$ cat src/rtl/hack_alu_arbiter.sv
// Two-requester round-robin front end sharing one Hack ALU, with a single
// registered result stage tagged by requester id.

module hack_alu #(
  parameter int WIDTH = 16
) (
  input  logic [WIDTH-1:0] x,
  input  logic [WIDTH-1:0] y,
  input  logic [5:0]       ctrl,
  output logic [WIDTH-1:0] out
);
  logic [WIDTH-1:0] xz, xn, yz, yn, o;

  // zero is an AND against the inverted flag, negate is a conditional NOT
  assign xz  = x & {WIDTH{~ctrl[5]}};
  assign xn  = xz ^ {WIDTH{ctrl[4]}};
  assign yz  = y & {WIDTH{~ctrl[3]}};
  assign yn  = yz ^ {WIDTH{ctrl[2]}};
  assign o   = ctrl[1] ? (xn + yn) : (xn & yn);
  assign out = o ^ {WIDTH{ctrl[0]}};
endmodule

module hack_alu_arbiter #(
  parameter int WIDTH      = 16,
  parameter int FIRST_PRIO = 0
) (
  input  logic             clk,
  input  logic             rst,
  input  logic             req0_valid,
  output logic             req0_ready,
  input  logic [WIDTH-1:0] req0_x,
  input  logic [WIDTH-1:0] req0_y,
  input  logic [5:0]       req0_ctrl,
  input  logic             req1_valid,
  output logic             req1_ready,
  input  logic [WIDTH-1:0] req1_x,
  input  logic [WIDTH-1:0] req1_y,
  input  logic [5:0]       req1_ctrl,
  output logic             rsp_valid,
  input  logic             rsp_ready,
  output logic             rsp_id,
  output logic [WIDTH-1:0] rsp_out,
  output logic             rsp_zr,
  output logic             rsp_ng,
  output logic [15:0]      ops0_cnt,
  output logic [15:0]      ops1_cnt
);
  typedef enum logic {EMPTY = 1'b0, FULL = 1'b1} state_t;

  state_t           state_q, state_d;
  logic             prio_q;
  logic [1:0][15:0] ops_cnt;
  logic             slot_free, grant0, grant1, accept;
  logic [WIDTH-1:0] alu_x, alu_y, alu_out;
  logic [5:0]       alu_ctrl;

  assign rsp_valid = (state_q == FULL);
  assign slot_free = !rsp_valid || rsp_ready;

  // grants depend only on the valids and the pointer, never on the other ready
  assign grant0 = req0_valid && (!req1_valid || !prio_q);
  assign grant1 = req1_valid && (!req0_valid ||  prio_q);

  assign req0_ready = grant0 && slot_free && !rst;
  assign req1_ready = grant1 && slot_free && !rst;
  assign accept     = req0_ready || req1_ready;

  assign alu_x    = grant1 ? req1_x    : req0_x;
  assign alu_y    = grant1 ? req1_y    : req0_y;
  assign alu_ctrl = grant1 ? req1_ctrl : req0_ctrl;

  hack_alu #(.WIDTH(WIDTH)) u_alu (
    .x    (alu_x),
    .y    (alu_y),
    .ctrl (alu_ctrl),
    .out  (alu_out)
  );

  always_comb begin
    state_d = state_q;
    case (state_q)
      EMPTY:   if (accept) state_d = FULL;
      FULL:    if (rsp_ready && !accept) state_d = EMPTY;
      default: state_d = EMPTY;
    endcase
  end

  always_ff @(posedge clk) begin
    if (rst) begin
      state_q <= EMPTY;
      prio_q  <= (FIRST_PRIO != 0);
      ops_cnt <= '0;
      rsp_id  <= 1'b0;
      rsp_out <= '0;
      rsp_zr  <= 1'b0;
      rsp_ng  <= 1'b0;
    end else begin
      state_q <= state_d;
      if (accept) begin
        rsp_id  <= req1_ready;
        rsp_out <= alu_out;
        rsp_zr  <= (alu_out == '0);
        rsp_ng  <= alu_out[WIDTH-1];
        prio_q  <= !req1_ready;
        if (req1_ready) ops_cnt[1] <= ops_cnt[1] + 16'd1;
        else            ops_cnt[0] <= ops_cnt[0] + 16'd1;
      end
    end
  end

  assign ops0_cnt = ops_cnt[0];
  assign ops1_cnt = ops_cnt[1];
endmodule

$ cat config.mk
export PLATFORM = sky130hd
export DESIGN_NAME = hack_alu_arbiter
export DESIGN_NICKNAME = d
export VERILOG_FILES = /design/src/rtl/hack_alu_arbiter.sv
export SDC_FILE = /design/constraint.sdc
export NUM_CORES = 1
export LEC_CHECK = 0
export CORE_ASPECT_RATIO = 1.1
export CORE_MARGIN = 2
export CORE_UTILIZATION = 46
export CTS_CLUSTER_DIAMETER = 200
export DETAILED_ROUTE_END_ITERATION = 10
export PLACE_DENSITY = 0.87
export SLEW_MARGIN = 10
export SYNTH_ARGS = -nofsm -noshare
export SYNTH_HDL_FRONTEND = slang
export SYNTH_SLANG_ARGS = --single-unit
$ cat constraint.sdc
create_clock -name clk -period 11.36 [get_ports clk]
set_clock_uncertainty 0.1 [all_clocks]
set_input_delay 2.272 -clock clk [delete_from_list [all_inputs] [get_ports clk]]
set_output_delay 2.272 -clock clk [all_outputs]
set_load 0.05 [all_outputs]
==> flow_summary.toml, run 1 <==
[grt]
grt_start_max_net_pins = 55
grt_pass1_vias = 4392
overflow = 0
grt_pass1_wl_um = 19300
grt_antenna_before_repair = 0
grtUsageTotal_pct = 21.3

[place]
dpl.hpwl_um = 9220
port_buffers = 134
place_area_mm2 = 0.00577
place_congestion = 0.901

[final_layout]
n_fill_cell = 833
layout.nets = 817
drive_above_1_share_pct = 4.60
layout_common_cells = "133 x clkdlybuf4s50_1, 112 x nand2_1, 59 x nor2_1, 57 x a21oi_1, 52 x dfxtp_1"
fin_area_mm2 = 0.00587
n_antenna_cell = 0
mostFrequentLayoutCell = "clkdlybuf4s50_1"
area.growth.synth_to_final_pct = 32.5

[floorplan]
rows = 37
boundaryPins = 135
dieArea_mm2 = 0.0104
dieWidth_um = 97.5
start_util_pct = 47.4
coreArea_mm2 = 0.00935
die_h_um = 107

[clock_tree]
cts_buffer_depth = 2
cts_root_buffer = "clkbuf_8"
cts_sinks = 52
cts_made_buffers = 5
h-tree-depth = 2
cts_tree = "yes"
cts_post_setup_buffers_inserted = 0
cts_resized = 0
clkLatencyLatePin_ns = 0.30
path_clk_slew_ns = 0.08
cts_hold_buf = 0

[timing]
tns_ns = 0
slew_viol_final = 0
worstMarginPinSlew_ns = 0.967
period_share_pct = 63.1
post-route-min-period_ns = 7.17
fmax_mhz = 139
rsz0062_at_grt = "no"
setup_viol = 0
maxSlewHeadroom_pct = 35.5
finalHoldViolations = 0

[run_status]
run_status = "completed"

[power_and_ir_drop]
cellPowerDensity_mw_per_mm2 = 122
p_leak_nw = 2.15
vdd_drop_max_mv = 0.0522

[hold_path]
hold_path_depth = 2
hp-class = "reg2reg"

[setup_path]
required_ns = 8.99
cp_data_arrival_time_ns = 4.80
path_class = "in2out"
cp-start-kind = "primary input"
critPathCaptureType = "primary output"
rr_worst_depth = 17
critPathMaxFanout = 36

[routing]
drc = 0
avgRoutedWirePerCell_um = 13.7
ant_nets = 0
viasPerCell = 5.64
drt_iter0_markers = 273
drt_wl_total_um = 11400
vias = 4706
firstDrtPassIters = 5

[logic_synthesis]
synth_area_mm2 = 0.00443
synth_nets = 706
avgSynthCellArea_um2 = 7.31
ys.flop_type = "dfxtp_1"
ys_seq_area_share_pct = 23.5
async_reset_ff_share_pct = 0
yosysUniqueCellTypes = 68
synth_edf_count = 0
ys_warn_count = 0
synth-seq-cells = 52
syn_inst = 606

[job]
max_cap_violations = 0
==> cells by family (layout without fill, tap and decap cells) <==
group | after synthesis | count (layout) | synth area share (%)
and+or+nand+nor | 267 | 267 | 28.1
DFF | 52 | 52 | 23.5
AOI/OAI and AO/OA | 145 | 145 | 21.9
muxes | 13 | 13 | 3.02
adders and majority gates | 19 | 19 | 5.54
buffers and inverters | 44 | 155 | 4.86
xor gates and xnor gates | 66 | 66 | 13.1
==> synthesized netlist by cell type, drive strengths merged (3+ instances only) <==
| library cell | n | area, um^2 |
|---|---|---|
| nand2 | 114 | 433 |
| nor2 | 61 | 236 |
| a21oi | 57 | 285 |
| dfxtp | 52 | 1040 |
| xnor2 | 47 | 412 |
| o21ai | 23 | 138 |
| clkbuf | 20 | 76.3 |
| a211oi | 19 | 158 |
| xor2 | 19 | 166 |
| ha | 18 | 225 |
| nand3 | 17 | 85.1 |
| and3 | 14 | 92.6 |
| buf | 13 | 97.6 |
| nand4 | 13 | 81.3 |
| nor3 | 13 | 76.3 |
| inv | 11 | 41.3 |
| mux2i | 10 | 100 |
| or3 | 10 | 62.6 |
| nand2b | 6 | 37.5 |
| nor2b | 5 | 31.3 |
| a21o | 4 | 30.0 |
| nor4 | 4 | 31.3 |
| o2111ai | 4 | 35.0 |
| o21a | 4 | 30.0 |
| a2111oi | 3 | 26.3 |
| a21boi | 3 | 37.5 |
| a31oi | 3 | 18.8 |
| mux2 | 3 | 33.8 |
| o21bai | 3 | 22.5 |
| o22ai | 3 | 18.8 |
| o31ai | 3 | 22.5 |
==> where the power goes <==
part	internal, W	leakage [nW]	switching, W
registers	0.000192	0.423	0.00000570
clock network	0.0000543	0.0503	0.0000559
logic	0.000168	1.67	0.000237
==> final timing paths <==
check / from / end / slack, ns
worst max register to register: prio_q / rsp_zr / 6.62
worst min register to register: rsp_out[8] / rsp_out[8] / 0.37
worst max-delay path: req0_valid / req1_ready / 4.19
worst min-delay path: rsp_out[8] / rsp_out[8] / 0.37
==> through the flow <==
stage / total power, W / hold WS, ns / setup WS, ns / cells / utilization (%)
6_report: 0.000713 / 0.368 / 4.19 / 834 / 62.7
5_1_grt: 0.000764 / 0.398 / 4.02 / 834 / 62.7
4_1_cts: 0.000713 / 0.376 / 4.19 / 834 / 62.7
3_5_place_dp: 0.000602 / 0.365 / 4.19 / 827 / 61.7
3_3_place_gp: 0.000595 / 0.347 / 4.27 / 827 / 61.7
2_1_floorplan: 0.000500 / 0.405 / 5.10 / 606 / -
==> per-layer routing <==
| metal | GRT usage [%] | share of wire [%] |
|---|---|---|
| met5 | 0 | 0 |
| met1 | 26.4 | 43 |
| met3 | 2.61 | 6.8 |
| met2 | 38.5 | 48 |
| met4 | 6.85 | 2.1 |
==> sequential cells by signal, indices dropped and copies added, names as in the netlist <==
signal and count:
ops0_cnt 16, ops1_cnt 16, prio_q 1, rsp_id 1
rsp_out 16, rsp_valid 1, rsp_zr 1
==> worst max-delay path, stage by stage <==
cell,delay [ns]
clkdlybuf4s50_1,0.49
nand2b_1,0.31
nand2_2,0.44
nor3_4,0.41
clkdlybuf4s50_1,0.87
==> layout make-up <==
cell class	count	area (um^2)	area share [%]
Multi-Input combinational cell	510	3180	54.2
Tap cell	117	146	2.50
Clock buffer	7	96.3	1.64
Inverter	11	41.3	0.704
Sequential cell	52	1040	17.7
Timing Repair Buffer	137	1360	23.2
Note: power is estimated with default switching activity, not from simulation.
==> run 2, diff against run 1 <==
==> constraint.sdc (replaced) <==
create_clock -name clk -period 6.6 [get_ports clk]
set_clock_uncertainty 0.1 [all_clocks]
set_input_delay 1.32 -clock clk [delete_from_list [all_inputs] [get_ports clk]]
set_output_delay 1.32 -clock clk [all_outputs]
set_load 0.05 [all_outputs]
==> run 2 against run 1 <==
Hold slack gained 0.0039 ns. Non-clock buffer count grew 3. Die area is the same. Wire length grew 3.7%. Register-to-register slack lost 4.5 ns. Sequential power grew 73%. Worst setup slack lost 3.3 ns. Sequential cell count is the same. Clock power grew 130%. Utilization grew 0.59 points. Global-route usage grew 0.41 points. Highest routed layer unchanged.
==> flow_summary.toml, run 2 (synthesized netlist as in run 1, its figures left out) <==
[clock_tree]
clkLatencyLatePin_ns = 0.31
cts_sinks = 52
cts_post_setup_buffers_inserted = 0
cts_root_buffer = "clkbuf_8"
cts_tree = "yes"
cts_hold_buf = 0
cts_buffer_depth = 2
path_clk_slew_ns = 0.09
cts_resized = 0
cts_made_buffers = 5
h-tree-depth = 2

[grt]
overflow = 0
grt_pass1_wl_um = 19600
grtUsageTotal_pct = 21.7
grt_start_max_net_pins = 55
grt_antenna_before_repair = 0
grt_pass1_vias = 4387

[power_and_ir_drop]
p_comb_share_pct = 54.4
p_seq_share_pct = 26.3
p_sw_share_pct = 40.5
p_int_w = 0.000772
power.net_switching_w = 0.000524
p_leak_nw = 2.17
vdd_drop_max_mv = 0.112
clock_power_share_pct = 19.3
cellPowerDensity_mw_per_mm2 = 219

[setup_path]
cp-start-kind = "primary input"
ff2ff_setup_slack_ns = 2.15
critPathCaptureType = "register"
slowest_delay_ns = 0.74
cp_top_family = "simple AND/OR/NAND/NOR gates"
critPathMaxFanout = 29
required_ns = 6.75
path_class = "in2reg"
crit_path_top_delay_cell = "clkdlybuf4s50_1"
crit_chain = "clkdlybuf4s50_1, inv_2, nor2_2, buf_4, nand2_1, a21oi_1, xnor2_1, ha_1, fa_1, a211oi_1, nor2_1, o31ai_1, a2111o_1, nand4_1, xnor2_1, nor4_1, nand4_1, nand2_1"
cp_data_arrival_time_ns = 5.88
path_buf_inv = 3

[timing]
tns_ns = 0
rsz0062_at_grt = "no"
slew_viol_final = 0
post-route-min-period_ns = 5.73
fmax_mhz = 175
finalHoldViolations = 0
worstMarginPinSlew_ns = 0.948
maxSlewHeadroom_pct = 36.8
period_share_pct = 86.7
setup_viol = 0

[place]
port_buffers = 134
place_congestion = 0.873
placed_cells = 830
dpl.hpwl_um = 9460
place_area_mm2 = 0.00579

[final_layout]
layout.nets = 820
area.growth.synth_to_final_pct = 33.7
final_cells = 837
fin_area_mm2 = 0.00592
n_antenna_cell = 0
drive_above_1_share_pct = 5.00
layout_common_cells = "133 x clkdlybuf4s50_1, 112 x nand2_1, 59 x nor2_1, 57 x a21oi_1, 52 x dfxtp_1"
mostFrequentLayoutCell = "clkdlybuf4s50_1"

[routing]
vias = 4732
avgRoutedWirePerCell_um = 14.1
viasPerCell = 5.65
met2_length_um = 5640
drt_iter0_markers = 284
drt_wl_total_um = 11800
met1_length_um = 5130
met3_length_um = 755
drc = 0
ant_nets = 0
firstDrtPassIters = 4
dr.max_layer_used = "met4"

[floorplan]
coreArea_mm2 = 0.00935
dieWidth_um = 97.5
start_util_pct = 47.4
rows = 37
boundaryPins = 135
dieArea_mm2 = 0.0104
die_h_um = 107

[job]
max_cap_violations = 0

[run_status]
run_status = "completed"

[hold_path]
hp-class = "reg2reg"
[run 2: cell count changes in the layout (fill, tap and decap cells not counted), sizes merged]
cell    before  now
buf          4    7
bufinv       0    2
clkbuf       7    5
[run 2: final cells by class]
type,count,area (um^2)
fill,819,3430
multi-input combinational,510,3180
timing repair buffer,140,1380
sequential,52,1040
tap,117,146
clock buffer,5,68.8
clock inverter,2,60.1
inverter,11,41.3
[run 2: metal layers]
metal	GRT usage [%]	vias up
li1	-	2360
met2	38.7	192
met5	0	-
met3	2.74	29
met1	27.2	2151
met4	7.34	0
[run 2: power by group through the flow]
| stage | Combinational (W) | Clock, W | Sequential [W] |
|---|---|---|---|
| after floorplan | 0.000459 | 0 | 0.000402 |
| after global placement | 0.000683 | 0 | 0.000347 |
| after detailed placement | 0.000695 | 0 | 0.000348 |
| after CTS | 0.000698 | 0.000254 | 0.000341 |
| after global routing | 0.000769 | 0.000266 | 0.000343 |
| final | 0.000705 | 0.000251 | 0.000341 |
[run 2: through the flow]
step / util [%] / setup WS [ns] / power (W) / hold WS (ns)
6_report: 63.3 / 0.875 / 0.00130 / 0.372
5_1_grt: 63.3 / 0.449 / 0.00138 / 0.406
4_1_cts: 63.3 / 0.940 / 0.00129 / 0.375
3_5_place_dp: 61.9 / 0.638 / 0.00104 / 0.363
3_3_place_gp: 61.9 / 0.744 / 0.00103 / 0.349
2_1_floorplan: - / 1.29 / 0.000860 / 0.405
[run 2: worst paths after layout]
path,startpoint,endpoint,cells after the start
min,rsp_out[8],rsp_out[8],2
min reg2reg,rsp_out[8],rsp_out[8],2
max,req1_valid,rsp_zr,18
max reg2reg,prio_q,rsp_zr,17
[run 2: worst register-to-register path: cells and delay by family (launching register included)]
family / cells / cell delay, ns
AOI/OAI and AO/OA: 4 / 1.07
xor gates and xnor gates: 2 / 0.24
adders and majority gates: 2 / 0.71
buffers and inverters: 1 / 0.36
DFF: 1 / 0.38
and+or+nand+nor: 8 / 1.54
